**src/rtl/fetch_trace_queue_if.sv**
```systemverilog
// Bus between the instruction-fetch front end and the fetch trace queue.
// The slave modport is the queue's view; the master modport is the view
// of whatever drives the fetch/BTB/pipeline-control side and consumes the head.
interface fetch_trace_queue_if #(
  parameter int DEPTH   = 2,
  parameter int FETCH_N = 4,
  parameter int EXC_W   = 5
);
  // Fetch-side request and group fields
  logic                    inst_req;
  logic                    inst_index_ok;
  logic [FETCH_N-1:0]      pcr_inst_enable_i;
  logic [31:0]             pcr_vaddr_i;
  logic                    pcr_has_exception_i;
  logic [EXC_W-1:0]        pcr_exc_code_i;
  logic [32*FETCH_N-1:0]   btb_pred_dest_p_i;
  logic [FETCH_N-1:0]      btb_inst_enable_i;
  logic [31:0]             btb_fifth_vaddr_i;
  logic [31:0]             btb_valid_dest_i;
  logic                    btb_valid_take_i;
  logic                    pcg_need_delay_slot_i;
  // Pipeline control
  logic                    bsc_need_cancel_w_i;
  logic                    cp0_exc_occur_w_i;
  logic                    sct_allowin_w_i;
  // Queue status
  logic                    fct_allow_index_o;
  logic                    fct_valid_o;
  logic [$clog2(DEPTH):0]  fct_count_o;
  logic                    fct_overflow_o;
  // Head entry
  logic [31:0]             fct_vaddr_o;
  logic                    fct_has_exception_o;
  logic [EXC_W-1:0]        fct_exc_code_o;
  logic [FETCH_N-1:0]      fct_origin_enable_o;
  logic [32*FETCH_N-1:0]   fct_pred_dest_p_o;
  logic [FETCH_N-1:0]      fct_btb_inst_enable_o;
  logic [31:0]             fct_btb_fifth_vaddr_o;
  logic [31:0]             fct_btb_valid_dest_o;
  logic                    fct_btb_valid_take_o;
  logic                    fct_need_delay_slot_o;
  logic                    fct_is_canceled_o;

  modport slave (
    input  inst_req, inst_index_ok, pcr_inst_enable_i, pcr_vaddr_i,
           pcr_has_exception_i, pcr_exc_code_i, btb_pred_dest_p_i,
           btb_inst_enable_i, btb_fifth_vaddr_i, btb_valid_dest_i,
           btb_valid_take_i, pcg_need_delay_slot_i, bsc_need_cancel_w_i,
           cp0_exc_occur_w_i, sct_allowin_w_i,
    output fct_allow_index_o, fct_valid_o, fct_count_o, fct_overflow_o,
           fct_vaddr_o, fct_has_exception_o, fct_exc_code_o,
           fct_origin_enable_o, fct_pred_dest_p_o, fct_btb_inst_enable_o,
           fct_btb_fifth_vaddr_o, fct_btb_valid_dest_o, fct_btb_valid_take_o,
           fct_need_delay_slot_o, fct_is_canceled_o
  );

  modport master (
    output inst_req, inst_index_ok, pcr_inst_enable_i, pcr_vaddr_i,
           pcr_has_exception_i, pcr_exc_code_i, btb_pred_dest_p_i,
           btb_inst_enable_i, btb_fifth_vaddr_i, btb_valid_dest_i,
           btb_valid_take_i, pcg_need_delay_slot_i, bsc_need_cancel_w_i,
           cp0_exc_occur_w_i, sct_allowin_w_i,
    input  fct_allow_index_o, fct_valid_o, fct_count_o, fct_overflow_o,
           fct_vaddr_o, fct_has_exception_o, fct_exc_code_o,
           fct_origin_enable_o, fct_pred_dest_p_o, fct_btb_inst_enable_o,
           fct_btb_fifth_vaddr_o, fct_btb_valid_dest_o, fct_btb_valid_take_o,
           fct_need_delay_slot_o, fct_is_canceled_o
  );
endinterface

```
**src/rtl/fetch_trace_queue.sv**
```systemverilog
// Fetch trace queue: remembers, per outstanding cache fetch, the group's
// address, exception status and branch-prediction context until the next
// stage consumes it. Head fields come straight from storage (no input path).
//
// Handshake: an entry is written when inst_req && inst_index_ok (push); the
// head retires when fct_valid_o && sct_allowin_w_i (pop). A push while full
// is only accepted if a pop happens in the same cycle; otherwise it is
// dropped and fct_overflow_o latches until reset. fct_allow_index_o tells
// the cache whether an index accept would be taken this cycle.
module fetch_trace_queue #(
  parameter int DEPTH   = 2,
  parameter int FETCH_N = 4,
  parameter int EXC_W   = 5
) (
  input logic                 clk,
  input logic                 rst,
  fetch_trace_queue_if.slave  bus
);
  localparam int PTR_W = $clog2(DEPTH);
  localparam int CNT_W = PTR_W + 1;

  logic [31:0]           vaddr_q      [DEPTH];
  logic                  has_exc_q    [DEPTH];
  logic [EXC_W-1:0]      exc_code_q   [DEPTH];
  logic [FETCH_N-1:0]    origin_en_q  [DEPTH];
  logic [32*FETCH_N-1:0] pred_dest_q  [DEPTH];
  logic [FETCH_N-1:0]    btb_en_q     [DEPTH];
  logic [31:0]           fifth_q      [DEPTH];
  logic [31:0]           valid_dest_q [DEPTH];
  logic                  take_q       [DEPTH];
  logic                  delay_q      [DEPTH];
  logic                  canceled_q   [DEPTH];

  logic [PTR_W-1:0] wr_ptr;
  logic [PTR_W-1:0] rd_ptr;
  logic [CNT_W-1:0] count;
  logic             overflow;

  logic             push;
  logic             pop;
  logic             cancel;
  logic             full;
  logic             accept;
  logic [DEPTH-1:0] resident;

  // Handshake decode; a full queue still takes a push when the head leaves
  always_comb begin
    push   = bus.inst_req && bus.inst_index_ok;
    pop    = (count != '0) && bus.sct_allowin_w_i;
    cancel = bus.bsc_need_cancel_w_i || bus.cp0_exc_occur_w_i;
    full   = (count == CNT_W'(DEPTH));
    accept = push && (!full || pop);
  end

  // Slot i is occupied when its distance from the read pointer is below count
  always_comb begin
    resident = '0;
    for (int i = 0; i < DEPTH; i++) begin
      resident[i] = (CNT_W'(PTR_W'(i) - rd_ptr) < count);
    end
  end

  // Storage, pointers, occupancy and the sticky overflow flag
  always_ff @(posedge clk or negedge rst) begin
    if (!rst) begin
      for (int i = 0; i < DEPTH; i++) begin
        vaddr_q[i]      <= '0;
        has_exc_q[i]    <= 1'b0;
        exc_code_q[i]   <= '0;
        origin_en_q[i]  <= '0;
        pred_dest_q[i]  <= '0;
        btb_en_q[i]     <= '0;
        fifth_q[i]      <= '0;
        valid_dest_q[i] <= '0;
        take_q[i]       <= 1'b0;
        delay_q[i]      <= 1'b0;
        canceled_q[i]   <= 1'b0;
      end
      wr_ptr   <= '0;
      rd_ptr   <= '0;
      count    <= '0;
      overflow <= 1'b0;
    end else begin
      // A cancel poisons everything still waiting; the departing head is spared
      for (int i = 0; i < DEPTH; i++) begin
        if (cancel && resident[i] && !(pop && (PTR_W'(i) == rd_ptr))) begin
          canceled_q[i] <= 1'b1;
        end
      end
      // The write slot is either free or the head leaving this cycle
      if (accept) begin
        vaddr_q[wr_ptr]      <= bus.pcr_vaddr_i;
        has_exc_q[wr_ptr]    <= bus.pcr_has_exception_i;
        exc_code_q[wr_ptr]   <= bus.pcr_exc_code_i;
        origin_en_q[wr_ptr]  <= bus.pcr_inst_enable_i;
        pred_dest_q[wr_ptr]  <= bus.btb_pred_dest_p_i;
        btb_en_q[wr_ptr]     <= bus.btb_inst_enable_i;
        fifth_q[wr_ptr]      <= bus.btb_fifth_vaddr_i;
        valid_dest_q[wr_ptr] <= bus.btb_valid_dest_i;
        take_q[wr_ptr]       <= bus.btb_valid_take_i;
        delay_q[wr_ptr]      <= bus.pcg_need_delay_slot_i;
        canceled_q[wr_ptr]   <= cancel;
        wr_ptr               <= wr_ptr + 1'b1;
      end
      if (pop) begin
        rd_ptr <= rd_ptr + 1'b1;
      end
      if (accept && !pop) begin
        count <= count + 1'b1;
      end else if (pop && !accept) begin
        count <= count - 1'b1;
      end
      if (push && full && !pop) begin
        overflow <= 1'b1;
      end
    end
  end

  assign bus.fct_allow_index_o     = (count < CNT_W'(DEPTH)) || pop;
  assign bus.fct_valid_o           = (count != '0);
  assign bus.fct_count_o           = count;
  assign bus.fct_overflow_o        = overflow;
  assign bus.fct_vaddr_o           = vaddr_q[rd_ptr];
  assign bus.fct_has_exception_o   = has_exc_q[rd_ptr];
  assign bus.fct_exc_code_o        = exc_code_q[rd_ptr];
  assign bus.fct_origin_enable_o   = origin_en_q[rd_ptr];
  assign bus.fct_pred_dest_p_o     = pred_dest_q[rd_ptr];
  assign bus.fct_btb_inst_enable_o = btb_en_q[rd_ptr];
  assign bus.fct_btb_fifth_vaddr_o = fifth_q[rd_ptr];
  assign bus.fct_btb_valid_dest_o  = valid_dest_q[rd_ptr];
  assign bus.fct_btb_valid_take_o  = take_q[rd_ptr];
  assign bus.fct_need_delay_slot_o = delay_q[rd_ptr];
  assign bus.fct_is_canceled_o     = canceled_q[rd_ptr];
endmodule

```
**src/flat_wrapper.sv**
```systemverilog
// flat-port wrapper written by rule: the top's interface ports become plain ports
module fetch_trace_queue_flat 
#(
  parameter int DEPTH   = 2,
  parameter int FETCH_N = 4,
  parameter int EXC_W   = 5
)
  (clk, rst, bus_inst_req, bus_inst_index_ok, bus_pcr_inst_enable_i, bus_pcr_vaddr_i, bus_pcr_has_exception_i, bus_pcr_exc_code_i, bus_btb_pred_dest_p_i, bus_btb_inst_enable_i, bus_btb_fifth_vaddr_i, bus_btb_valid_dest_i, bus_btb_valid_take_i, bus_pcg_need_delay_slot_i, bus_bsc_need_cancel_w_i, bus_cp0_exc_occur_w_i, bus_sct_allowin_w_i, bus_fct_allow_index_o, bus_fct_valid_o, bus_fct_count_o, bus_fct_overflow_o, bus_fct_vaddr_o, bus_fct_has_exception_o, bus_fct_exc_code_o, bus_fct_origin_enable_o, bus_fct_pred_dest_p_o, bus_fct_btb_inst_enable_o, bus_fct_btb_fifth_vaddr_o, bus_fct_btb_valid_dest_o, bus_fct_btb_valid_take_o, bus_fct_need_delay_slot_o, bus_fct_is_canceled_o);
  fetch_trace_queue_if #(.DEPTH(DEPTH), .FETCH_N(FETCH_N), .EXC_W(EXC_W)) bus_i ();
  input logic clk;
  input logic rst;
  input wire logic [$bits(bus_i.inst_req)-1:0] bus_inst_req;
  input wire logic [$bits(bus_i.inst_index_ok)-1:0] bus_inst_index_ok;
  input wire logic [$bits(bus_i.pcr_inst_enable_i)-1:0] bus_pcr_inst_enable_i;
  input wire logic [$bits(bus_i.pcr_vaddr_i)-1:0] bus_pcr_vaddr_i;
  input wire logic [$bits(bus_i.pcr_has_exception_i)-1:0] bus_pcr_has_exception_i;
  input wire logic [$bits(bus_i.pcr_exc_code_i)-1:0] bus_pcr_exc_code_i;
  input wire logic [$bits(bus_i.btb_pred_dest_p_i)-1:0] bus_btb_pred_dest_p_i;
  input wire logic [$bits(bus_i.btb_inst_enable_i)-1:0] bus_btb_inst_enable_i;
  input wire logic [$bits(bus_i.btb_fifth_vaddr_i)-1:0] bus_btb_fifth_vaddr_i;
  input wire logic [$bits(bus_i.btb_valid_dest_i)-1:0] bus_btb_valid_dest_i;
  input wire logic [$bits(bus_i.btb_valid_take_i)-1:0] bus_btb_valid_take_i;
  input wire logic [$bits(bus_i.pcg_need_delay_slot_i)-1:0] bus_pcg_need_delay_slot_i;
  input wire logic [$bits(bus_i.bsc_need_cancel_w_i)-1:0] bus_bsc_need_cancel_w_i;
  input wire logic [$bits(bus_i.cp0_exc_occur_w_i)-1:0] bus_cp0_exc_occur_w_i;
  input wire logic [$bits(bus_i.sct_allowin_w_i)-1:0] bus_sct_allowin_w_i;
  output wire logic [$bits(bus_i.fct_allow_index_o)-1:0] bus_fct_allow_index_o;
  output wire logic [$bits(bus_i.fct_valid_o)-1:0] bus_fct_valid_o;
  output wire logic [$bits(bus_i.fct_count_o)-1:0] bus_fct_count_o;
  output wire logic [$bits(bus_i.fct_overflow_o)-1:0] bus_fct_overflow_o;
  output wire logic [$bits(bus_i.fct_vaddr_o)-1:0] bus_fct_vaddr_o;
  output wire logic [$bits(bus_i.fct_has_exception_o)-1:0] bus_fct_has_exception_o;
  output wire logic [$bits(bus_i.fct_exc_code_o)-1:0] bus_fct_exc_code_o;
  output wire logic [$bits(bus_i.fct_origin_enable_o)-1:0] bus_fct_origin_enable_o;
  output wire logic [$bits(bus_i.fct_pred_dest_p_o)-1:0] bus_fct_pred_dest_p_o;
  output wire logic [$bits(bus_i.fct_btb_inst_enable_o)-1:0] bus_fct_btb_inst_enable_o;
  output wire logic [$bits(bus_i.fct_btb_fifth_vaddr_o)-1:0] bus_fct_btb_fifth_vaddr_o;
  output wire logic [$bits(bus_i.fct_btb_valid_dest_o)-1:0] bus_fct_btb_valid_dest_o;
  output wire logic [$bits(bus_i.fct_btb_valid_take_o)-1:0] bus_fct_btb_valid_take_o;
  output wire logic [$bits(bus_i.fct_need_delay_slot_o)-1:0] bus_fct_need_delay_slot_o;
  output wire logic [$bits(bus_i.fct_is_canceled_o)-1:0] bus_fct_is_canceled_o;
  assign bus_i.inst_req = bus_inst_req;
  assign bus_i.inst_index_ok = bus_inst_index_ok;
  assign bus_i.pcr_inst_enable_i = bus_pcr_inst_enable_i;
  assign bus_i.pcr_vaddr_i = bus_pcr_vaddr_i;
  assign bus_i.pcr_has_exception_i = bus_pcr_has_exception_i;
  assign bus_i.pcr_exc_code_i = bus_pcr_exc_code_i;
  assign bus_i.btb_pred_dest_p_i = bus_btb_pred_dest_p_i;
  assign bus_i.btb_inst_enable_i = bus_btb_inst_enable_i;
  assign bus_i.btb_fifth_vaddr_i = bus_btb_fifth_vaddr_i;
  assign bus_i.btb_valid_dest_i = bus_btb_valid_dest_i;
  assign bus_i.btb_valid_take_i = bus_btb_valid_take_i;
  assign bus_i.pcg_need_delay_slot_i = bus_pcg_need_delay_slot_i;
  assign bus_i.bsc_need_cancel_w_i = bus_bsc_need_cancel_w_i;
  assign bus_i.cp0_exc_occur_w_i = bus_cp0_exc_occur_w_i;
  assign bus_i.sct_allowin_w_i = bus_sct_allowin_w_i;
  assign bus_fct_allow_index_o = bus_i.fct_allow_index_o;
  assign bus_fct_valid_o = bus_i.fct_valid_o;
  assign bus_fct_count_o = bus_i.fct_count_o;
  assign bus_fct_overflow_o = bus_i.fct_overflow_o;
  assign bus_fct_vaddr_o = bus_i.fct_vaddr_o;
  assign bus_fct_has_exception_o = bus_i.fct_has_exception_o;
  assign bus_fct_exc_code_o = bus_i.fct_exc_code_o;
  assign bus_fct_origin_enable_o = bus_i.fct_origin_enable_o;
  assign bus_fct_pred_dest_p_o = bus_i.fct_pred_dest_p_o;
  assign bus_fct_btb_inst_enable_o = bus_i.fct_btb_inst_enable_o;
  assign bus_fct_btb_fifth_vaddr_o = bus_i.fct_btb_fifth_vaddr_o;
  assign bus_fct_btb_valid_dest_o = bus_i.fct_btb_valid_dest_o;
  assign bus_fct_btb_valid_take_o = bus_i.fct_btb_valid_take_o;
  assign bus_fct_need_delay_slot_o = bus_i.fct_need_delay_slot_o;
  assign bus_fct_is_canceled_o = bus_i.fct_is_canceled_o;
  fetch_trace_queue #(.DEPTH(DEPTH), .FETCH_N(FETCH_N), .EXC_W(EXC_W)) u_core (.clk(clk), .rst(rst), .bus(bus_i));
endmodule
```
**config.mk**
```make
export PLATFORM = sky130hd
export DESIGN_NAME = fetch_trace_queue_flat
export DESIGN_NICKNAME = d
export VERILOG_FILES = /design/src/rtl/fetch_trace_queue_if.sv /design/src/rtl/fetch_trace_queue.sv /design/src/flat_wrapper.sv
export SDC_FILE = /design/constraint.sdc
export NUM_CORES = 1
export LEC_CHECK = 0
export BUFFER_PORTS_ARGS = -buffer_cell sky130_fd_sc_hd__buf_4
export CAP_MARGIN = 25
export CORE_ASPECT_RATIO = 2
export CORE_UTILIZATION = 44
export DETAILED_ROUTE_END_ITERATION = 8
export PLACE_DENSITY_LB_ADDON = 0.08
export SLEW_MARGIN = 20
export SYNTH_ARGS = -nofsm -noshare
export SYNTH_HDL_FRONTEND = slang
export SYNTH_SLANG_ARGS = --single-unit
```
**constraint.sdc**
```tcl
create_clock -name clk -period 2.05 [get_ports clk]
set_clock_uncertainty 0.05 [all_clocks]
set_input_delay 0.205 -clock clk [delete_from_list [all_inputs] [get_ports clk]]
set_output_delay 0.205 -clock clk [all_outputs]
set_load 0.1 [all_outputs]
```
==> run_results.csv, run 1 <==
group,metric,value,unit
outcome,outcome,"complete, but fails checks",
outcome,violations,"setup timing",
setup_path,crit_slowest_cell,"dfrtp_4",
clock_tree,cts_num_sinks,487,
clock_tree,cts_root_buf,"clkbuf_16",
yosys,synth-xor-area-share,0.124,%
die,die_h,312,um
place,dp_hpwl,37600,um
yosys,ys_seq_area_share,57.5,%
setup_path,reg2reg_depth,6,
hold_path,hp-start,"bus_sct_allowin_w_i",
sta,worst_slack,-0.265,ns
grt,met3_usage,5.63,%
route,wirelength,58300,um
setup_path,cp_data_arrival_time,2.06,ns
job,maxCapViolations,0,
route,drcViolationCount,0,
yosys,synth_cells,1322,
die,start_util,44.6,%
yosys,ys_ff_latch,487,
die,fp-row-count,113,
yosys,netlist_area,0.0212,sq mm
clock_tree,clock_latency,0.55,ns
hold_path,whs_endpoint,"u_core.rd_ptr",
setup_path,slowest_delay,0.56,ns
finish,finalNonFillerCells,2764,
setup_path,crit_buf_inv,3,
hold_path,hold_path.class,"input port to register",
setup_path,reg2reg_slack,-0.01,ns
sta,setup_viol,247,
route,routedWlPerCell,21.1,um
clock_tree,cts_tree,"yes",
sta,worst_slew_pin_slew,0.597,ns
place,gp_congestion,0.759,
finish,final_area,0.0322,sq mm
sta,post-route-period-util,113,%
route,first_pass_iters,4,
yosys,synth_top_family_by_area,"multiplexers",
sta,min_period,2.31,ns
grt,grt-ovfl-total,0,
yosys,yosysTopAreaCell,"dfrtp_1",
setup_path,endpoint_kind,"output pin",
die,io_pins,493,
sta,drv_slew,0,
place,placedCellCount,2418,
finish,syn2layout_area_growth,51.8,%
die,die_w,157,um
setup_path,required,1.79,ns
yosys,yosys.area_share.simple,0.520,%
setup_path,crit_fanout,11,
clock_tree,clk_pin_slew_worst_paths,0.06,ns
setup_path,crit_type,"register to output pin",
yosys,synthesis.nets,1571,
hold_path,holdPathStages,4,
sta,fmax,0.432,GHz
setup_path,critical-path-top-delay-family,"buffers and inverters",
place,io_buffers,492,
grt,grt.total_usage,22.7,%
grt,grt_busiest_layer,"met2",
clock_tree,cts_max_level,2,
yosys,ys_warn_count,0,
clock_tree,cts_buffers,45,
die,die_area,0.0491,sq mm
sta,finalHoldViolations,0,
yosys,avgSynthCellArea,16.0,sq um
die,core_area,0.0475,sq mm
setup_path,r2r_end,"u_core.vaddr_q[43]",
place,place_area,0.0258,sq mm
route,vias,13900,
setup_path,rr_startpoint,"u_core.bus.fct_count_o[1]",
grt,grt_pass1_wl,87000,um
route,drtAntennaViolNets,0,
route,drt-vias-per-instance,5.05,
grt,antenna_found_initial,3,
yosys,synth-compound-area-share,0.266,%
yosys,synth_adder_area_share,0.118,%
grt,grt_pass1_vias,15800,
grt,grt_max_degree,100,
yosys,netlist.area_leader.share,57.5,%
yosys,yosysUniqueCellTypes,29,
finish,layout.nets,2352,
finish,n_fill_cell,3431,
setup_path,crit_chain,"buf_4, bufbuf_16, mux2_4, buf_12",
grt,grt_use_met1,25.2,%
grt,grt_use_met2,41.0,%
sta,rsz0062_at_grt,"true",
finish,multi_input_area,0.00867,sq mm
yosys,synth_mux_area_share,38.3,%
finish,seq_area,0.0122,sq mm
clock_tree,clock_path_buffers,3,
setup_path,startpoint_type,"register",
sta,slew-limit-headroom,60.2,%
yosys,synthTopCellsByArea,"dfrtp_1 58%, mux2_2 28%, mux2_1 10%",
finish,drive_above_1_share,54.9,%
route,drt_iter0_drc,406,
## routing by layer
| metal | wire length, um | vias to the layer above | part of all wire, % |
|---|---|---|---|
| met1 | 21600 | 7127 | 37 |
| met4 | 2290 | 0 | 3.9 |
| met5 | 0 | - | 0 |
| li1 | - | 6292 | - |
| met3 | 3710 | 107 | 6.4 |
| met2 | 30800 | 422 | 53 |
## synthesized netlist by cell type (all sizes together)
cell	instances
a221o	1
buf	59
dfrtp	487
nand3	1
a21oi	1
nor4	1
or2	2
o21ai	2
and2	1
clkbuf	21
o22ai	1
nand2	4
nor2	4
nor3	1
xor2	1
o2bb2ai	1
xnor2	2
mux2	721
ha	2
inv	3
nand2b	2
a211oi	1
or3	1
a31o	1
nor3b	1
## worst reg2reg max path, cell delays in order, from the launching register on
cell     delay, ns
dfrtp_2       0.40
nor3b_4       0.18
buf_4         0.14
nor3_4        0.27
buf_12        0.26
buf_4         0.27
mux2_2        0.36
## worst max-delay path by stage
| stage | end | cells after the start | from | slack [ns] |
|---|---|---|---|---|
| 2_1_floorplan | u_core.exc_code_q[0] | 5 | u_core.bus.fct_count_o[1] | 0.01 |
| 3_3_place_gp | u_core.fifth_q[24] | 4 | u_core.wr_ptr | 0.06 |
| 3_5_place_dp | u_core.fifth_q[25] | 4 | u_core.wr_ptr | 0.05 |
| 4_1_cts | bus_fct_pred_dest_p_o[69] | 5 | u_core.rd_ptr | -0.28 |
| 5_1_grt | bus_fct_pred_dest_p_o[72] | 4 | u_core.rd_ptr | -0.31 |
| 6_report | bus_fct_pred_dest_p_o[72] | 4 | u_core.rd_ptr | -0.26 |
## cell usage in the layout (no fill, tap or decap), drive strengths merged, types with 3 or more instances in the layout
master,netlist,final
buf,59,556
clkbuf,21,78
clkinv,0,5
dfrtp,487,487
diode,0,3
dlygate4sd3,0,245
inv,3,4
mux2,721,721
nand2,4,4
nor2,4,4
## sequential cells by signal, summed over array words and instances (netlist names)
name and flops:
u_core.pred_dest_q 256, u_core.canceled_q 2, u_core.origin_en_q 8, u_core.vaddr_q 64, u_core.wr_ptr 1, u_core.exc_code_q 10, u_core.take_q 2, u_core.btb_en_q 8
u_core.valid_dest_q 64, u_core.bus.fct_overflow_o 1, u_core.fifth_q 64, u_core.has_exc_q 2, u_core.rd_ptr 1, u_core.delay_q 2, u_core.bus.fct_count_o 2
## cell families after synthesis
kind of cell	after synthesis
xor+xnor	3
compound gates	8
flops	487
mux	721
simple gates	18
fa+ha+maj	2
buf+inv	83
## cell type report
cell class | instances | share of cell area (%)
multi-input cells | 752 | 26.9
clock inverters | 7 | 0.198
well taps | 632 | 2.46
flip-flops and latches | 487 | 37.9
clock buffers | 66 | 4.03
inverters | 3 | 0.0350
repair buffers | 814 | 28.4
diodes | 3 | 0.0233
## metrics by stage
stage          hold WS [ns]  setup WS [ns]  TNS, ns  util (%)
2_1_floorplan        -0.141         0.0135        0         -
3_3_place_gp         0.0714         0.0598        0      54.3
3_5_place_dp         0.0765         0.0506        0      54.3
4_1_cts              0.0319         -0.278   -51.53      64.1
5_1_grt              0.0566         -0.312   -70.02      67.7
6_report             0.0555         -0.265   -48.80      67.7
## what timing repair did
| action | CTS | global route |
|---|---|---|
| gates cloned | 3 | 14 |
| hold buffers | 245 | 0 |
| hold endpoints to repair | 932 | 0 |
| resized for setup | 179 | 357 |
| endpoints found under the setup margin | 241 | 340 |
| setup buffers | 9 | 3 |
| pin swaps | 0 | 1 |
Power of run 1 is left out: the tool's default activity adds up to more than one toggle a clock period on the data nets, which glitch-free logic cannot reach.
==> run 2: changes to the inputs <==
--- a/config.mk
+++ b/config.mk
@@ -5,12 +5,12 @@
 export SDC_FILE = /design/constraint.sdc
 export NUM_CORES = 1
 export LEC_CHECK = 0
-export BUFFER_PORTS_ARGS = -buffer_cell sky130_fd_sc_hd__buf_4
 export CAP_MARGIN = 25
 export CORE_ASPECT_RATIO = 2
 export CORE_UTILIZATION = 44
 export DETAILED_ROUTE_END_ITERATION = 8
-export PLACE_DENSITY_LB_ADDON = 0.08
+export DONT_BUFFER_PORTS = 1
+export PLACE_DENSITY_LB_ADDON = 0.2
 export SLEW_MARGIN = 20
 export SYNTH_ARGS = -nofsm -noshare
 export SYNTH_HDL_FRONTEND = slang
==> run 2 against run 1 <==
Net effect: the run ends with hold timing, setup timing left; maximum frequency increased by 2.6%; setup slack improved by 0.060 ns; utilization decreased by 11 points; critical path type unchanged; highest routed layer unchanged.
==> run_results.csv, run 2 (synthesis results as in run 1) <==
group,metric,value,unit
outcome,outcome,"complete, but fails checks",
outcome,violations,"hold timing, setup timing",
sta,min_period,2.25,ns
place,dp_hpwl,32700,um
setup_path,r2r_end,"u_core.pred_dest_q[39]",
setup_path,crit_type,"register to output pin",
die,start_util,44.6,%
setup_path,crit_fanout,27,
die,fp-row-count,113,
setup_path,cp_data_arrival_time,2.00,ns
finish,layout.nets,1842,
grt,grt.total_usage,20.6,%
place,gp_congestion,0.774,
die,die_area,0.0491,sq mm
sta,drv_slew,0,
route,vias,12000,
setup_path,rr_startpoint,"u_core.wr_ptr",
route,drcViolationCount,0,
route,routedWlPerCell,22.7,um
clock_tree,cts_num_sinks,487,
sta,setup_viol,241,
route,drtAntennaViolNets,0,
setup_path,reg2reg_depth,4,
setup_path,startpoint_type,"register",
finish,mostFrequentLayoutCell,"dfrtp_1",
clock_tree,clock_path_buffers,3,
grt,grt_pass1_vias,13700,
finish,final_cell_mix,"484 x dfrtp_1, 308 x mux2_2, 246 x dlygate4sd3_1, 224 x mux2_4, 189 x mux2_1",
place,io_buffers,0,
finish,regMostFlops,"u_core.pred_dest_q",
sta,fmax,0.443,GHz
hold_path,hold_path.class,"input port to asynchronous set/reset pin",
setup_path,crit_start,"u_core.rd_ptr",
grt,grt_max_degree,488,
place,post-place-ws,0.0561,ns
clock_tree,clock_latency,0.55,ns
setup_path,endpoint_kind,"output pin",
finish,largest_reg_flops,256,
sta,worst_slack,-0.205,ns
finish,syn2layout_area_growth,28.1,%
sta,finalHoldViolations,487,
sta,slew-limit-headroom,15.4,%
grt,grt-ovfl-total,0,
setup_path,required,1.79,ns
sta,rsz0062_at_grt,"true",
die,io_pins,493,
finish,drive_above_1_share,41.0,%
die,core_area,0.0475,sq mm
die,die_w,157,um
setup_path,reg2reg_slack,0.06,ns
sta,post-route-period-util,110,%
clock_tree,cts.hold.buffers_added,246,
route,drt_iter0_drc,459,
grt,grt_pass1_wl,78200,um
clock_tree,cts_root_buf,"clkbuf_16",
clock_tree,cts_max_level,2,
sta,worst_slew_pin_slew,1.27,ns
clock_tree,cts_tree,"yes",
clock_tree,cts_buffers,44,
route,wirelength,51300,um
grt,antenna_found_initial,2,
die,die_h,312,um
job,maxCapViolations,0,
route,first_pass_iters,4,
route,drt-vias-per-instance,5.30,
clock_tree,clk_pin_slew_worst_paths,0.06,ns
sta,whs,-0.696,ns
sta,fin_setup_tns,-35.33,ns
run 2: cell count changes in the layout (fill, tap and decap cells not counted), sizes merged:
cell	change
buf	-506
bufinv	+1
clkbuf	-2
diode	-2
dlygate4sd3	+1
inv	-1
run 2: timing repair:
item | in CTS | in global routing
hold endpoints to repair | 972 | 487
gates resized for setup | 225 | 15
cloned | 3 | 8
buffers inserted | 0 | 1
endpoints found under the setup margin | 242 | 339
run 2: how the worst max path moves through the flow:
| stage | to | slack [ns] | cells after the start |
|---|---|---|---|
| 6_report | bus_fct_btb_valid_dest_o[1] | -0.20 | 3 |
| 5_1_grt | bus_fct_pred_dest_p_o[22] | -0.26 | 3 |
| 4_1_cts | bus_fct_pred_dest_p_o[29] | -0.28 | 3 |
| 3_5_place_dp | u_core.fifth_q[9] | 0.06 | 4 |
| 3_3_place_gp | u_core.fifth_q[19] | 0.07 | 4 |
| 2_1_floorplan | u_core.exc_code_q[0] | 0.01 | 5 |
run 2: metal layers:
layer / up-vias / track usage (%) / wire (um)
met1: 6171 / 21.6 / 18400
met3: 105 / 6.27 / 4100
met4: 0 / 10.0 / 2450
met5: - / 0 / 0
met2: 422 / 36.6 / 26300
li1: 5254 / - / -
run 2: per-stage QoR:
stage	area [sq um]	cells	util [%]
floorplan	21200	1322	-
global placement	22000	1921	46.4
detailed placement	22000	1921	46.4
CTS	26900	2245	56.6
global route	27100	2255	57.1
finish	27100	2255	57.1
run 2: critical path, stage by stage (launching register included):
cell     delay [ns]
dfrtp_4        0.46
buf_16         0.23
buf_12         0.24
mux2_4         0.46
run 2: cell type report:
class                      count  area (sq um)
clock buffer                  68          1340
sequential                   487         12200
tap                          632           791
clock inverter                 7          96.3
fill                        3772         20400
inverter                       3          11.3
antenna                        1          2.50
multi-input combinational    752          9190
timing repair buffer         305          3520
Power of run 2 is left out for the same reason.
==> run 3: changes to the inputs <==
--- a/config.mk
+++ b/config.mk
@@ -7,6 +7,7 @@
 export LEC_CHECK = 0
 export CAP_MARGIN = 25
 export CORE_ASPECT_RATIO = 2
+export CORE_MARGIN = 10
 export CORE_UTILIZATION = 44
 export DETAILED_ROUTE_END_ITERATION = 8
 export DONT_BUFFER_PORTS = 1
==> constraint.sdc (replaced) <==
create_clock -name clk -period 2.7 [get_ports clk]
set_clock_uncertainty 0.05 [all_clocks]
set_input_delay 0.27 -clock clk [delete_from_list [all_inputs] [get_ports clk]]
set_output_delay 0.27 -clock clk [all_outputs]
set_load 0.1 [all_outputs]
==> run 3 against run 2 <==
Net effect: the run ends with hold timing, slew limit left; final area down 6.3%; final cell count down 1.7%; utilization down 3.8 points; setup slack better by 0.34 ns; via count down 2.2%; wire length up 3.3%; first-iteration DRC count up 15%; register-to-register slack better by 0.37 ns; die area up 18%; sequential cell count unchanged.
==> run_results.csv, run 3 (synthesis results as in run 1) <==
group,metric,value,unit
outcome,outcome,"complete, but fails checks",
outcome,violations,"hold timing, slew limit",
sta,whs,-0.636,ns
clock_tree,clock_latency,0.55,ns
finish,mostFrequentLayoutCell,"mux2_2",
die,die_w,175,um
clock_tree,post_cts_buffers,0,
clock_tree,cts_buffers,44,
sta,finalHoldViolations,487,
clock_tree,clk_pin_slew_worst_paths,0.06,ns
grt,grt-ovfl-total,0,
die,die_h,330,um
route,drt_iter0_drc,530,
sta,min_period,2.56,ns
sta,setup_viol,0,
route,vias,11700,
grt,grt_max_degree,488,
route,first_pass_iters,4,
grt,antenna_found_initial,3,
setup_path,required,2.38,ns
finish,largest_reg_flops,256,
die,die_area,0.0579,sq mm
route,drtAntennaViolNets,0,
hold_path,hold_path.class,"input port to asynchronous set/reset pin",
sta,drv_slew,220,
grt,grt.total_usage,17.9,%
route,drcViolationCount,0,
place,dp_hpwl,36500,um
finish,final_cell_mix,"532 x mux2_2, 486 x dfrtp_1, 246 x dlygate4sd3_1, 189 x mux2_1, 45 x clkbuf_16",
grt,met3_usage,6.67,%
place,io_buffers,0,
route,wirelength,53000,um
clock_tree,cts_num_sinks,487,
finish,drive_above_1_share,39.2,%
setup_path,startpoint_type,"register",
finish,regMostFlops,"u_core.pred_dest_q",
route,routedWlPerCell,23.9,um
grt,grt_busiest_layer,"met2",
sta,fmax,0.390,GHz
route,drt-vias-per-instance,5.27,
die,fp-row-count,113,
sta,worst_slew_pin_slew,2.06,ns
die,start_util,44.5,%
finish,n_fill_cell,3905,
sta,rsz0062_at_grt,"false",
clock_tree,ctsResizeCount,0,
sta,slew-limit-headroom,-37.0,%
sta,post-route-period-util,94.9,%
clock_tree,cts_tree,"yes",
sta,fin_setup_tns,0,ns
clock_tree,cts_root_buf,"clkbuf_16",
place,gp_congestion,0.745,
die,io_pins,493,
finish,syn2layout_area_growth,20.0,%
grt,grt_pass1_wl,81700,um
die,core_area,0.0476,sq mm
sta,worst_slack,0.137,ns
grt,grt_use_met1,20.3,%
setup_path,crit_type,"register to output pin",
setup_path,crit_fanout,67,
job,maxCapViolations,0,
clock_tree,clock_path_buffers,3,
place,post-place-ws,0.462,ns
grt,grt_pass1_vias,13300,
clock_tree,cts.hold.buffers_added,246,
setup_path,endpoint_kind,"output pin",
finish,layout.nets,1801,
clock_tree,cts_max_level,2,
setup_path,cp_data_arrival_time,2.24,ns
grt,grt_use_met2,30.5,%
-- run 3: cell types whose count changed in the layout (fill, tap and decap cells not counted), moves of 8 or more --
| cell | change |
|---|---|
| clkbuf_16 | -8 |
| buf_12 | -10 |
| buf_4 | -10 |
| mux2_4 | -224 |
| mux2_2 | +224 |
| buf_16 | -9 |
-- run 3: final cells by class --
| class | count | area, sq um | share of cell area [%] |
|---|---|---|---|
| Multi-Input combinational cell | 752 | 8350 | 32.8 |
| Tap cell | 632 | 791 | 3.11 |
| Antenna cell | 3 | 7.51 | 0.0295 |
| Sequential cell | 487 | 12200 | 47.9 |
| Clock buffer | 68 | 1320 | 5.20 |
| Clock inverter | 7 | 40.0 | 0.157 |
| Inverter | 3 | 11.3 | 0.0443 |
| Timing Repair Buffer | 264 | 2720 | 10.7 |
-- run 3: path summary, 6_finish.rpt --
| check | start | endpoint | slack (ns) | cells past startpoint |
|---|---|---|---|---|
| setup / recovery | u_core.rd_ptr | bus_fct_pred_dest_p_o[25] | 0.14 | 2 |
| hold / removal | rst | u_core.pred_dest_q[236] | -0.64 | 0 |
| setup reg to reg | u_core.bus.fct_count_o[0] | u_core.fifth_q[25] | 0.43 | 4 |
| hold reg to reg | u_core.pred_dest_q[88] | u_core.pred_dest_q[88] | 0.43 | 1 |
| max in group asynchronous | rst | u_core.pred_dest_q[83] | 1.60 | 0 |
| min in group clk | bus_inst_index_ok | u_core.canceled_q[0] | 0.04 | 3 |
-- run 3: routing by layer --
metal	vias to the layer above	share of wire (%)
met4	0	2.8
met2	433	50
li1	5191	-
met5	-	0
met3	61	9.2
met1	6000	38
-- run 3: critical path: stages (launching register included) --
cell,delay (ns)
dfrtp_4,0.59
buf_12,0.34
mux2_2,0.64
-- run 3: metrics by stage --
stage | utilization (%) | hold WS (ns) | instance area, sq um | instances
2_1_floorplan | - | -0.0756 | 21200 | 1322
3_3_place_gp | 45.3 | -0.0617 | 21600 | 1892
3_5_place_dp | 45.3 | -0.0582 | 21600 | 1892
4_1_cts | 53.4 | -0.664 | 25400 | 2213
5_1_grt | 53.4 | -0.677 | 25400 | 2216
6_report | 53.4 | -0.636 | 25400 | 2216
Power of run 3 is left out for the same reason.
